$ cat config.mk
export PLATFORM = sky130hd
export DESIGN_NAME = ring_meas_sequencer
export DESIGN_NICKNAME = d
export VERILOG_FILES = /design/src/rtl/ring_meas_sequencer_pkg.sv /design/src/rtl/ring_meas_sequencer_eval.sv /design/src/rtl/ring_meas_sequencer.sv
export SDC_FILE = /design/constraint.sdc
export NUM_CORES = 1
export LEC_CHECK = 0
export BUFFER_PORTS_ARGS = -buffer_cell sky130_fd_sc_hd__buf_2
export CAP_MARGIN = 10
export CORE_AREA = 2 2 132 230
export CTS_CLUSTER_DIAMETER = 200
export DETAILED_ROUTE_END_ITERATION = 12
export DIE_AREA = 0 0 134 232
export PLACE_DENSITY_LB_ADDON = 0.25
export SLEW_MARGIN = 0
export SYNTH_ARGS = -nofsm -noshare
export SYNTH_HDL_FRONTEND = slang
export SYNTH_SLANG_ARGS = --single-unit
$ cat constraint.sdc
create_clock -name clk -period 7.83 [get_ports clk]
set_input_delay 0.783 -clock clk [delete_from_list [all_inputs] [get_ports clk]]
set_output_delay 0.783 -clock clk [all_outputs]
set_load 0.03 [all_outputs]
$ cat src/rtl/ring_meas_sequencer_pkg.sv
// Shared types and constants for the ring-oscillator measurement sequencer.
// States, error codes, readout-mux selects and a parameter clamp helper.
package ring_seq_pkg;

    typedef enum logic [3:0] {
        IDLE,
        ENABLE,
        PRECHECK,
        FIRE,
        MEASURE,
        STOP,
        POLL,
        READ,
        EVAL,
        ABORT,
        DONE
    } state_t;

    localparam logic [2:0] ERR_OK        = 3'd0;
    localparam logic [2:0] ERR_NOT_CLEAR = 3'd1;
    localparam logic [2:0] ERR_TIMEOUT   = 3'd2;
    localparam logic [2:0] ERR_SMALL     = 3'd3;
    localparam logic [2:0] ERR_OVF       = 3'd4;
    localparam logic [2:0] ERR_MISMATCH  = 3'd5;

    localparam logic [2:0] SEL_IDLE   = 3'd0;
    localparam logic [2:0] SEL_C0_B0  = 3'd1;
    localparam logic [2:0] SEL_C0_B1  = 3'd2;
    localparam logic [2:0] SEL_C0_B2  = 3'd3;
    localparam logic [2:0] SEL_C1_B0  = 3'd4;
    localparam logic [2:0] SEL_C1_B1  = 3'd5;
    localparam logic [2:0] SEL_C1_B2  = 3'd6;
    localparam logic [2:0] SEL_STATUS = 3'd7;

    localparam int READ_CYCLES = 12;

    // A zero-length phase would never terminate, so it is stretched to one cycle.
    function automatic int at_least_one(input int v);
        return (v < 1) ? 1 : v;
    endfunction

endpackage

$ cat src/rtl/ring_meas_sequencer_eval.sv
// Combinational verdict on the two raw ring counts plus tick conversion.
// Checks in priority order: too small, overflow (bit23 clear), mismatch.
module ring_seq_eval
    import ring_seq_pkg::*;
#(
    parameter int MIN_COUNT = 10,
    parameter int MAX_DIFF  = 3
) (
    input  logic [23:0] count0,
    input  logic [23:0] count1,
    output logic [23:0] ticks0,
    output logic [23:0] ticks1,
    output logic [2:0]  err
);

    localparam logic [23:0] MIN_C = 24'(MIN_COUNT);
    localparam logic [24:0] MAX_D = 25'(MAX_DIFF);

    logic [24:0] diff;

    always_comb begin
        ticks0 = 24'hFFFFFF - count0;
        ticks1 = 24'hFFFFFF - count1;
        // Subtract the smaller from the larger so the difference never wraps.
        if (count0 >= count1)
            diff = {1'b0, count0} - {1'b0, count1};
        else
            diff = {1'b0, count1} - {1'b0, count0};
        err = ERR_OK;
        if (count0 < MIN_C || count1 < MIN_C)
            err = ERR_SMALL;
        else if (!count0[23] || !count1[23])
            err = ERR_OVF;
        else if (diff > MAX_D)
            err = ERR_MISMATCH;
    end

endmodule

$ cat src/rtl/ring_meas_sequencer.sv
// Sequencer driving the ring-oscillator speed-test macro and reading both counters.
// Optional status precheck before firing: define RING_SEQ_PRECHECK_EN.
module ring_meas_sequencer
    import ring_seq_pkg::*;
#(
    parameter int SETTLE_CYCLES = 1,
    parameter int TRIG_CYCLES   = 2,
    parameter int MEAS_CYCLES   = 3,
    parameter int POLL_TIMEOUT  = 16,
    parameter int MIN_COUNT     = 10,
    parameter int MAX_DIFF      = 3
) (
    input  logic        clk,
    input  logic        nrst,
    input  logic        start,
    input  logic [7:0]  meas_data,
    output logic [1:0]  ring_en,
    output logic [2:0]  sel,
    output logic        trig,
    output logic        busy,
    output logic        done,
    output logic [23:0] count0,
    output logic [23:0] count1,
    output logic [23:0] ticks0,
    output logic [23:0] ticks1,
    output logic [2:0]  err_code
);

    localparam int SET_N = at_least_one(SETTLE_CYCLES);
    localparam int TRG_N = at_least_one(TRIG_CYCLES);
    localparam int MEA_N = at_least_one(MEAS_CYCLES);
    localparam int POL_N = at_least_one(POLL_TIMEOUT);
    localparam int M1 = (SET_N > TRG_N) ? SET_N : TRG_N;
    localparam int M2 = (MEA_N > POL_N) ? MEA_N : POL_N;
    localparam int M3 = (M1 > M2) ? M1 : M2;
    localparam int CNT_MAX = (M3 > READ_CYCLES) ? M3 : READ_CYCLES;
    localparam int CW = $clog2(CNT_MAX);

    localparam logic [CW-1:0] SET_L = CW'(SET_N - 1);
    localparam logic [CW-1:0] TRG_L = CW'(TRG_N - 1);
    localparam logic [CW-1:0] MEA_L = CW'(MEA_N - 1);
    localparam logic [CW-1:0] POL_L = CW'(POL_N - 1);
    localparam logic [CW-1:0] RD_L  = CW'(READ_CYCLES - 1);

    state_t        state, state_d;
    logic [CW-1:0] cnt, cnt_d;
    logic [2:0]    err_d, ev_err, sel_d;
    logic [1:0]    ring_en_d;
    logic          trig_d, busy_d, done_d;
    logic [23:0]   ev_t0, ev_t1;

    ring_seq_eval #(
        .MIN_COUNT(MIN_COUNT),
        .MAX_DIFF (MAX_DIFF)
    ) u_eval (
        .count0(count0),
        .count1(count1),
        .ticks0(ev_t0),
        .ticks1(ev_t1),
        .err   (ev_err)
    );

    always_comb begin
        state_d = state;
        cnt_d   = cnt + CW'(1);
        err_d   = err_code;
        unique case (state)
            IDLE: begin
                cnt_d = '0;
                if (start) begin
                    state_d = ENABLE;
                    err_d   = ERR_OK;
                end
            end
            ENABLE: if (cnt == SET_L) begin
                cnt_d = '0;
`ifdef RING_SEQ_PRECHECK_EN
                state_d = PRECHECK;
`else
                state_d = FIRE;
`endif
            end
`ifdef RING_SEQ_PRECHECK_EN
            // First cycle lets the status select settle; second samples fired.
            PRECHECK: if (cnt == CW'(1)) begin
                cnt_d = '0;
                if (meas_data[6]) begin
                    err_d   = ERR_NOT_CLEAR;
                    state_d = ABORT;
                end else begin
                    state_d = FIRE;
                end
            end
`endif
            FIRE: if (cnt == TRG_L) begin
                cnt_d   = '0;
                state_d = MEASURE;
            end
            MEASURE: if (cnt == MEA_L) begin
                cnt_d   = '0;
                state_d = STOP;
            end
            STOP: begin
                cnt_d   = '0;
                state_d = POLL;
            end
            POLL: if (meas_data[6]) begin
                cnt_d   = '0;
                state_d = READ;
            end else if (cnt == POL_L) begin
                cnt_d   = '0;
                err_d   = ERR_TIMEOUT;
                state_d = ABORT;
            end
            READ: if (cnt == RD_L) begin
                cnt_d   = '0;
                state_d = EVAL;
            end
            EVAL: begin
                cnt_d   = '0;
                err_d   = ev_err;
                state_d = DONE;
            end
            ABORT: begin
                cnt_d   = '0;
                state_d = DONE;
            end
            DONE: begin
                cnt_d   = '0;
                state_d = IDLE;
            end
            default: begin
                cnt_d   = '0;
                state_d = IDLE;
            end
        endcase

        // Macro-facing outputs are registered from the next state.
        ring_en_d = 2'b00;
        if (state_d inside {ENABLE, PRECHECK, FIRE, MEASURE})
            ring_en_d = 2'b11;
        trig_d = (state_d == FIRE);
        busy_d = (state_d != IDLE) && (state_d != DONE);
        done_d = (state_d == DONE);
        sel_d  = SEL_IDLE;
        if (state_d inside {PRECHECK, STOP, POLL})
            sel_d = SEL_STATUS;
        else if (state_d == READ)
            sel_d = SEL_C0_B0 + cnt_d[3:1];
    end

    always_ff @(posedge clk or negedge nrst) begin
        if (!nrst) begin
            state    <= IDLE;
            cnt      <= '0;
            ring_en  <= 2'b00;
            sel      <= SEL_IDLE;
            trig     <= 1'b0;
            busy     <= 1'b0;
            done     <= 1'b0;
            err_code <= ERR_OK;
            count0   <= '0;
            count1   <= '0;
            ticks0   <= '0;
            ticks1   <= '0;
        end else begin
            state    <= state_d;
            cnt      <= cnt_d;
            ring_en  <= ring_en_d;
            sel      <= sel_d;
            trig     <= trig_d;
            busy     <= busy_d;
            done     <= done_d;
            err_code <= err_d;
            if (state == READ && cnt[0]) begin
                case (sel)
                    SEL_C0_B0: count0[7:0]   <= meas_data;
                    SEL_C0_B1: count0[15:8]  <= meas_data;
                    SEL_C0_B2: count0[23:16] <= meas_data;
                    SEL_C1_B0: count1[7:0]   <= meas_data;
                    SEL_C1_B1: count1[15:8]  <= meas_data;
                    SEL_C1_B2: count1[23:16] <= meas_data;
                    default: begin
                    end
                endcase
            end
            if (state == EVAL) begin
                ticks0 <= ev_t0;
                ticks1 <= ev_t1;
            end
        end
    end

endmodule

# Yosys cells after proc, flatten, opt, wreduce, memory -nomap -nowiden
# Index checks and enable logic that the tools add are counted.
classes:
  add_sub_neg: 6
  mux: 26
  n_eq_ne: 30
  order_cmp: 4
  n_reduce_logical: 20
op_table:
  columns: ["operator", "n"]
  rows:
  - ["$mux 4", 13]
  - ["$sub 24x24->25", 2]
  - ["$lt 24x4->1 const B", 2]
  - ["$sub 24x24->24 const A", 2]
  - ["$eq 4x3->1 const B", 8]
  - ["$pmux 4 s8", 1]
  - ["$gt 25x2->1 const B", 1]
  - ["$mux 25", 1]
  - ["$ge 24x24->1", 1]
  - ["$mux 3", 8]
  - ["$eq 4x4->1 const B", 5]
  - ["$pmux 4 s5", 1]
  - ["$eq 4x2->1 const B", 4]
  - ["$eq 4x1->1 const B", 3]
  - ["$reduce_and 2->1", 6]
  - ["$eq 3x3->1 const B", 3]
  - ["$pmux 3 s3", 1]
  - ["$logic_not 4->1", 2]
  - ["$reduce_bool 4->1", 2]
  - ["$eq 3x2->1 const B", 2]
  - ["$ne 2x2->1 const B", 3]
  - ["$reduce_bool 3->1", 2]
  - ["$add 4x1->4 const B", 1]
  - ["$ne 4x4->1 const B", 1]
  - ["8 further kinds", 11]
word_totals:
  elab_cells: 102
  output_inout_bits: 107
  register_bits: 115
  inputBits: 11

# Longest topological paths before layout
# Gate-level depths: netlist of the first run.
depth:
  word_depth: 7
  mapped_depth: 14
  depth_no_buf: 14

# By module
# From an unflattened synthesis of the first run, not the netlist that was laid out.
unflattened:
  hier_cells: 797
  area_unflattened_um2: 8001.4
modules_own_cells:
  columns: ["module", "cells_each", "instances", "seq_area_each_um2", "area_per_inst_um2"]
  rows:
  - ["ring_meas_sequencer", 317, 1, 2852.7, 4773.3]
  - ["ring_seq_eval", 480, 1, 0.0, 3228.1]

# Least setup slack after synthesis of the first run
# OpenSTA, ideal clock, no wires.
synth_timing:
  path_kind: "register to register"
  from: "reg count0[1]"
  to: "reg err_code[0]"
  period_less_slack_ps: 3634
  path_stages_with_launch: 12
  t_required_ps: 7701
  setup_slack_ps: 4196
  path_buffers: 0
  arrival_time_ps: 3505
  cell_sequence: "dfrtp_1 inv_1 fa_1 a21o_1 a221o_1 a2111oi_2 o21ai_0 xnor2_1 or4_1 a31o_1 nor4_2 o31ai_1"
synth_via:
  elab_chain_len: 7
synth_lines:
  columns: ["element", "line", "source"]
  rows:
  - ["start: declaration", "ring_meas_sequencer.sv:22", "output logic [23:0] count0,"]
  - ["start signal: assignment", "ring_meas_sequencer.sv:177", "SEL_C0_B0: count0[7:0] <= meas_data;"]
  - ["$sub 24x24->25 (tied with other cells)", "ring_meas_sequencer_eval.sv:28", "diff = {1'b0, count1} - {1'b0, count0};"]
  - ["$mux 25", "ring_meas_sequencer_eval.sv:25", "if (count0 >= count1)"]
  - ["$gt 25x2->1", "ring_meas_sequencer_eval.sv:34", "else if (diff > MAX_D)"]
  - ["$mux 3", "ring_meas_sequencer_eval.sv:34", null]
  - ["$mux 3", "ring_meas_sequencer_eval.sv:32", "else if (!count0[23] || !count1[23])"]
  - ["$mux 3 (*)", "ring_meas_sequencer_eval.sv:30", "if (count0 < MIN_C || count1 < MIN_C)"]
  - ["$pmux 3 s3 (*)", "ring_meas_sequencer.sv:67", "unique case (state)"]
  - ["end signal: assignment", "ring_meas_sequencer.sv:174", "err_code <= err_d;"]
  - ["end: declaration", "ring_meas_sequencer.sv:26", "output logic [2:0] err_code"]
# Mark *: on every way between the ends. The rest lies on a longest branch, timed or not.
# A chain may end at the register's enable or synchronous reset.

# Final worst setup path of the first run
layout_timing:
  from: "reg count1[0]"
  to: "reg err_code[0]"
layout_via:
  elab_chain_len: 7
layout_lines:
  columns: ["element", "line", "source"]
  rows:
  - ["start: declaration", "ring_meas_sequencer.sv:23", "output logic [23:0] count1,"]
  - ["start signal: assignment", "ring_meas_sequencer.sv:180", "SEL_C1_B0: count1[7:0] <= meas_data;"]
  - ["$sub 24x24->25 (tied with other cells)", "ring_meas_sequencer_eval.sv:28", null]
  - ["$mux 25", "ring_meas_sequencer_eval.sv:25", null]
  - ["$gt 25x2->1", "ring_meas_sequencer_eval.sv:34", null]
  - ["$mux 3", "ring_meas_sequencer_eval.sv:34", null]
  - ["$mux 3", "ring_meas_sequencer_eval.sv:32", null]
  - ["$mux 3 (*)", "ring_meas_sequencer_eval.sv:30", null]
  - ["$pmux 3 s3 (*)", "ring_meas_sequencer.sv:67", null]
# Marks and branches as above.

==> results of run 1 <==
==> per-layer routing <==
| layer | GRT usage [%] | routed length (um) |
|---|---|---|
| met5 | 0 | 0 |
| met4 | 10.5 | 1390 |
| met3 | 1.92 | 922 |
| met2 | 34.3 | 15200 |
| met1 | 19.5 | 10500 |
==> per-stage QoR <==
step / worst slack, ns / cells
after floorplan: 4.20 / 906
after global routing: 3.42 / 1395
after CTS: 3.73 / 1395
after detailed placement: 3.74 / 1364
final: 3.71 / 1395
after global placement: 3.82 / 1364
==> layout by cell type, fill, tap and decap left out, types with 5 or more instances in the layout <==
cell type,Yosys,final
sky130_fd_sc_hd__nor2b_1,10,10
sky130_fd_sc_hd__ha_1,54,54
sky130_fd_sc_hd__or3_1,5,5
sky130_fd_sc_hd__clkbuf_16,0,17
sky130_fd_sc_hd__o21ai_1,8,8
sky130_fd_sc_hd__a31oi_1,5,5
sky130_fd_sc_hd__xnor2_1,12,12
sky130_fd_sc_hd__a21oi_1,57,57
sky130_fd_sc_hd__o21a_1,6,6
sky130_fd_sc_hd__xor2_1,7,7
sky130_fd_sc_hd__o22ai_1,5,5
sky130_fd_sc_hd__o21bai_1,11,11
sky130_fd_sc_hd__a21o_1,19,19
sky130_fd_sc_hd__a211o_1,6,6
sky130_fd_sc_hd__o211ai_1,7,7
sky130_fd_sc_hd__nor2_1,54,54
sky130_fd_sc_hd__nand2_1,111,111
sky130_fd_sc_hd__dfrtp_1,114,114
sky130_fd_sc_hd__o21ai_0,101,101
sky130_fd_sc_hd__inv_1,67,67
sky130_fd_sc_hd__nand4_1,15,15
sky130_fd_sc_hd__nor4_1,13,13
sky130_fd_sc_hd__nor3_1,22,22
sky130_fd_sc_hd__mux2_2,24,24
sky130_fd_sc_hd__buf_2,12,116
sky130_fd_sc_hd__and3_1,10,10
sky130_fd_sc_hd__nand2b_1,9,8
sky130_fd_sc_hd__nand3_1,19,19
==> cell usage after synthesis (4+ instances only) <==
| library cell | number |
|---|---|
| sky130_fd_sc_hd__o21a_1 | 6 |
| sky130_fd_sc_hd__ha_1 | 54 |
| sky130_fd_sc_hd__a21oi_1 | 57 |
| sky130_fd_sc_hd__nand3_1 | 19 |
| sky130_fd_sc_hd__nor3_1 | 22 |
| sky130_fd_sc_hd__buf_2 | 12 |
| sky130_fd_sc_hd__or3_1 | 5 |
| sky130_fd_sc_hd__xnor2_1 | 12 |
| sky130_fd_sc_hd__dfrtp_1 | 114 |
| sky130_fd_sc_hd__nor2_1 | 54 |
| sky130_fd_sc_hd__clkbuf_1 | 21 |
| sky130_fd_sc_hd__xor2_1 | 7 |
| sky130_fd_sc_hd__inv_1 | 67 |
| sky130_fd_sc_hd__o22ai_1 | 5 |
| sky130_fd_sc_hd__o211ai_1 | 7 |
| sky130_fd_sc_hd__a21o_1 | 19 |
| sky130_fd_sc_hd__and3_1 | 10 |
| sky130_fd_sc_hd__o21ai_0 | 101 |
| sky130_fd_sc_hd__nand2_1 | 111 |
| sky130_fd_sc_hd__buf_6 | 6 |
| sky130_fd_sc_hd__o31ai_1 | 4 |
| sky130_fd_sc_hd__mux2_2 | 24 |
| sky130_fd_sc_hd__o21bai_1 | 11 |
| sky130_fd_sc_hd__nand4_1 | 15 |
| sky130_fd_sc_hd__buf_4 | 4 |
| sky130_fd_sc_hd__nor4_1 | 13 |
| sky130_fd_sc_hd__o311ai_0 | 4 |
| sky130_fd_sc_hd__o21ai_1 | 8 |
| sky130_fd_sc_hd__mux2i_1 | 4 |
| sky130_fd_sc_hd__a221o_1 | 4 |
| sky130_fd_sc_hd__a31oi_1 | 5 |
| sky130_fd_sc_hd__nor3b_1 | 5 |
| sky130_fd_sc_hd__nor2b_1 | 10 |
| sky130_fd_sc_hd__a211o_1 | 6 |
| sky130_fd_sc_hd__a21boi_0 | 4 |
| sky130_fd_sc_hd__nand2b_1 | 9 |
==> critical path: cells and delay by family (launching register included) <==
family	cells	cell delay [ns]
AND/OR/NAND/NOR	2	0.93
adder cells (fa/ha/maj)	2	0.59
AO/OA/AOI/OAI	6	1.72
XOR/XNOR	1	0.17
buffers and inverters	2	0.14
flip-flops	1	0.41
==> state kept, by name, summed over array words and instances (netlist names), 3 cells and up <==
name	count
sel	3
count1	24
count0	24
ticks0	24
cnt	4
ticks1	24
err_code	3
state	4
==> power by group <==
part           internal (uW)  total [uW]  switching, uW
clock network            513         788            275
registers                704         937            233
logic                    777        2280           1500
total                   1990        4000           2010
==> cell type report <==
| class | count | area (um2) | area share, % |
|---|---|---|---|
| repair buffers | 120 | 611 | 6.61 |
| clock inverters | 10 | 134 | 1.45 |
| multi-input cells | 681 | 4450 | 48.2 |
| flip-flops and latches | 114 | 2850 | 30.9 |
| well taps | 382 | 478 | 5.17 |
| clock buffers | 21 | 460 | 4.98 |
| inverters | 67 | 251 | 2.72 |
==> how the worst min path moves through the flow <==
stage / to / slack, ns / depth (start not counted)
floorplan: done / 0.44 / 1
global placement: ticks0[6] / 0.46 / 2
detailed placement: ticks1[17] / 0.46 / 2
CTS: ticks0[6] / 0.44 / 1
global route: ticks1[5] / 0.48 / 1
finish: ticks1[5] / 0.41 / 1
==> cells by family after synthesis <==
logic type | share of synthesized area, %
and+or+nand+nor | 18.6
AOI/OAI and AO/OA | 23.1
DFF | 36.6
buffers and inverters | 6.31
adders and majority gates | 9.19
muxes | 3.98
xor gates and xnor gates | 2.14
==> impl_metrics.tcl, run 1 <==
set metrics [dict create \
    wl_mm 28.1 \
    worst_ep_arrival_time_ns 4.38 \
    finalPower_uw 4000 \
    cts_max_path_buffers 2 \
    cellLeakagePower_uw 0.00432 \
    grt_pass1_vias 7192 \
    drtAntennaViolNets 0 \
    grt_first_pass_wirelength_mm 43.0 \
    drt_pass1_iterations 7 \
    fin_worst_hold_slack_ns 0.409 \
    slowest_delay_ns 0.55 \
    clock_sink_count 114 \
    die_h_um 232 \
    grt_remaining_overflow 0 \
    cp-end-kind "register" \
    ir_worst_vdd_uv 257 \
    wl_per_cell_um 20.1 \
    critical_path.startpoint_type "register" \
    track_usage_pct 18.3 \
    crit_fanout 4 \
    via_per_inst 5.15 \
    timing.critical_path.to "err_code[0]" \
    synth_top_cell_area_share_pct 36.6 \
    final_layout_size_suffix_gt1_share_pct 19.7 \
    ant_cells 0 \
    cts.reportedPaths.clkPinSlew_ns 0.05 \
    grt_setup_unrepaired "no" \
    fillerInstances 3074 \
    dieWidth_um 134 \
    floorplan.die_area_um2 31100 \
    worstSkewPairLatency_ns 0.42 \
    pin_count_of_the_biggest_net_entering_global_routing 98 \
    fin_skew_ns 0.00694 \
    reg2reg_path_depth 13 \
    timing.rr.start "count1[0]" \
    timing.critical_path.required_ns 8.10 \
    min_path_type "in -> async" \
    root_buffer "sky130_fd_sc_hd__clkbuf_16" \
    boundaryPins 118 \
    slew-limit-headroom_pct 32.5 \
    final.min_clock_period_ns 4.12 \
    worst_path_cell_chain "inv_1, ha_1, inv_1, fa_1, a21o_1, a221o_1, a2111oi_2, o21ai_0, xnor2_1, or4_1, a31o_1, nor4_2, o31ai_1" \
    cts_inserted_buffers 17 \
    place_hpwl_mm 22.0 \
    fin_nets 1068 \
    number_of_enable_flip_flop_cells_after_synthesis 0 \
    synth_area_um2 7790 \
    route.vias.total 7182 \
    fp-row-count 83 \
    tns_ns 0 \
    cts_tree "done" \
    worst-r2r-setup-slack_ns 3.71 \
    gpl.final_weighted_congestion 0.952 \
    ys_dominant_reg_cell "sky130_fd_sc_hd__dfrtp_1" \
    drt_iter0_drc 429 \
    post-route-cell-area_um2 9240 \
    setup.worst_path.class "reg -> reg" \
    worst_slew_pin_slew_ns 1.01 \
    synthDistinctLibCells 79 \
    pwr_density_cell_nw_per_um2 433 \
    io_buffer_count 117 \
    antenna_found_initial 0 \
    cts-htree-levels 4 \
    worst_path_max_delay_cell "sky130_fd_sc_hd__a2111oi_2" \
    synthesized_instance_count 906 \
    mappedNetlistNets 973 \
    placed_area_um2 8640 \
    final_core_util_pct 31.7 \
    design.core.area_um2 29200 \
    yosys_warnings 0 \
    setup_violating_endpoint_count_in_the_final_report 0 \
    synthToLayoutAreaGrowth_pct 18.6 \
    cts.repair.resized 0 \
    detail_route.drc_violations 0 \
    worst_r2r_end "err_code[0]" \
    cts_post_setup_buffers_inserted 0 \
    synth_top_cells_by_area "sky130_fd_sc_hd__dfrtp_1 37%, sky130_fd_sc_hd__ha_1 8.7%, sky130_fd_sc_hd__o21ai_0 6.5%" \
    cts_hold_buf 0 \
    timing.critical_path.from "count1[0]" \
    maxcap_violations 0 \
    fmaxAchievable_mhz 243 \
    synth-async-reset-ratio_pct 100 \
    synth.avg_cell_area_um2 8.60 \
    initial_core_util_pct 26.7 \
    share_of_synthesized_area_occupied_by_flip_flops_and_latches_pct 36.6 \
    timing.final.hold_violations 0 \
    run_status "finished, final reports clean" \
    timing_max_transition_violations_final 0 \
    synth_largest_area_cell "sky130_fd_sc_hd__dfrtp_1" \
    final.period_utilization_pct 52.6 \
    ys_ff_latch 114 \
    critical-path-top-cell-by-count "sky130_fd_sc_hd__inv_1" \
]
(Power assumes the default switching activity.)
==> inputs of run 2 (changes only) <==
clock period = 3.8 ns   (was 7.83 ns; I/O delays follow)
==> run 2 against run 1 <==
  * Final area increased by 7.6%
  * Sequential share of layout area decreased by 2.2 points
  * Maximum frequency increased by 11%
  * Cell count increased by 6.0%
  * Total power increased by 120%
  * Largest power group unchanged
  * Clock power increased by 110%
==> impl_metrics.tcl, run 2 (synthesis results as in run 1) <==
set metrics [dict create \
    run_status "finished, final reports clean" \
    final_core_util_pct 34.1 \
    place_hpwl_mm 22.9 \
    cts_tree "done" \
    fillerInstances 3037 \
    grt_setup_unrepaired "yes" \
    cts_max_path_buffers 2 \
    track_usage_pct 18.4 \
    wl_per_cell_um 19.2 \
    ant_cells 0 \
    grt_pass1_vias 7385 \
    cts_inserted_buffers 17 \
    pin_count_of_the_biggest_net_entering_global_routing 63 \
    root_buffer "sky130_fd_sc_hd__clkbuf_16" \
    setup_violating_endpoint_count_in_the_final_report 0 \
    clock_sink_count 114 \
    final.min_clock_period_ns 3.70 \
    drtAntennaViolNets 0 \
    via_per_inst 5.00 \
    cellLeakagePower_uw 0.00471 \
    slew-limit-headroom_pct 30.8 \
    worst_slew_pin_slew_ns 1.03 \
    worst_ep_arrival_time_ns 3.98 \
    floorplan.die_area_um2 31100 \
    cts_hold_buf 0 \
    worstSkewPairLatency_ns 0.43 \
    layout.cells.most_common "sky130_fd_sc_hd__buf_2" \
    die_h_um 232 \
    timing.critical_path.required_ns 4.09 \
    layout_common_cells "116 x sky130_fd_sc_hd__buf_2, 114 x sky130_fd_sc_hd__dfrtp_1, 111 x sky130_fd_sc_hd__nand2_1" \
    crit_fanout 4 \
    fp-row-count 83 \
    fin_skew_ns 0.00831 \
    gpl.final_weighted_congestion 0.950 \
    io_buffer_count 117 \
    detail_route.drc_violations 0 \
    finalPower_uw 8910 \
    fmaxAchievable_mhz 270 \
    route.vias.total 7400 \
    fin_worst_hold_slack_ns 0.0278 \
    timing.final.hold_violations 0 \
    cts.reportedPaths.clkPinSlew_ns 0.06 \
    timing_max_transition_violations_final 0 \
    pwr_density_cell_nw_per_um2 896 \
    final.period_utilization_pct 97.3 \
    dieWidth_um 134 \
    cts-htree-levels 4 \
    antenna_found_initial 0 \
    initial_core_util_pct 26.7 \
    ir_worst_vdd_uv 478 \
    fin_nets 1151 \
    grt_remaining_overflow 0 \
    wl_mm 28.5 \
    design.core.area_um2 29200 \
    min_path_type "in -> async" \
    maxcap_violations 0 \
    final_layout_size_suffix_gt1_share_pct 27.1 \
    critical_path.startpoint_type "register" \
    cp-end-kind "register" \
    drt_pass1_iterations 5 \
    boundaryPins 118 \
    drt_iter0_drc 359 \
    setup.worst_path.class "reg -> reg" \
    synthToLayoutAreaGrowth_pct 27.6 \
    grt_first_pass_wirelength_mm 43.4 \
]
==> run 2: changes by cell type in the layout (fill, tap and decap cells not counted), sizes merged <==
cell / change
inv: +2
buf: +83
bufinv: -1
clkinvlp: +1
clkinv: -1
==> run 2: what timing repair did <==
| item | CTS | global route |
|---|---|---|
| setup endpoints to repair | 2 | 2 |
| buffers inserted | 0 | 2 |
| endpoints found under the hold margin | 0 | 0 |
| pin swaps | 1 | 10 |
| resized for setup | 1 | 14 |
==> run 2: metal layers <==
| metal | vias up | routed length, um | share of wire (%) | global-route usage [%] |
|---|---|---|---|---|
| met4 | 0 | 1190 | 4.2 | 8.84 |
| met1 | 3607 | 11200 | 40 | 20.4 |
| met5 | - | 0 | 0 | 0 |
| met3 | 55 | 693 | 2.4 | 2.14 |
| met2 | 161 | 15300 | 54 | 34.2 |
| li1 | 3577 | - | - | - |
==> run 2: report_power, final <==
part | total [uW] | internal [uW] | switching (uW)
combinational | 5560 | 2120 | 3440
clock | 1620 | 1020 | 600
sequential | 1730 | 1450 | 276
==> run 2: cell type report <==
cell class	instances	area (um2)	share of cell area, %
tap	382	478	4.81
clock inverter	11	128	1.28
inverter	67	251	2.53
sequential	114	2850	28.7
timing repair buffer	203	1250	12.5
multi-input combinational	681	4520	45.4
clock buffer	21	470	4.73
==> run 2: worst max-delay path, cell delays in order, from the launching register on <==
cell and delay, ns:
sky130_fd_sc_hd__dfrtp_1 0.42, sky130_fd_sc_hd__inv_1 0.08, sky130_fd_sc_hd__ha_2 0.19, sky130_fd_sc_hd__inv_2 0.04, sky130_fd_sc_hd__fa_2 0.35, sky130_fd_sc_hd__a21o_1 0.20, sky130_fd_sc_hd__a221o_1 0.34, sky130_fd_sc_hd__a221o_1 0.39
sky130_fd_sc_hd__a311oi_4 0.30, sky130_fd_sc_hd__buf_4 0.18, sky130_fd_sc_hd__o211ai_1 0.09, sky130_fd_sc_hd__mux2i_1 0.17, sky130_fd_sc_hd__xnor2_1 0.16, sky130_fd_sc_hd__nand4_1 0.13, sky130_fd_sc_hd__nor4_2 0.29, sky130_fd_sc_hd__buf_4 0.18
sky130_fd_sc_hd__o31ai_2 0.05
==> run 2: worst paths after layout <==
kind                                    from          end  slack [ns]  cells past startpoint
worst max-delay path               count0[0]  err_code[0]        0.10                     16
worst min-delay path                    nrst    ticks0[4]        0.03                      1
worst max register to register     count0[0]  err_code[0]        0.10                     16
worst min register to register    ticks1[12]   ticks1[12]        0.48                      2
max in group asynchronous               nrst   ticks0[16]        2.96                      2
min in group clk                meas_data[0]    count1[0]        0.30                      3
==> run 2: through the flow <==
| step | instances | instance area, um2 | setup TNS, ns | worst slack, ns |
|---|---|---|---|---|
| 6_report | 1479 | 9940 | 0 | 0.101 |
| 5_1_grt | 1479 | 9940 | -0.0264 | -0.0209 |
| 4_1_cts | 1477 | 9870 | 0 | 0.00227 |
| 3_5_place_dp | 1445 | 9270 | -0.00493 | -0.00493 |
| 3_3_place_gp | 1445 | 9270 | 0 | 0.0394 |
| 2_1_floorplan | 906 | 7790 | 0 | 0.166 |
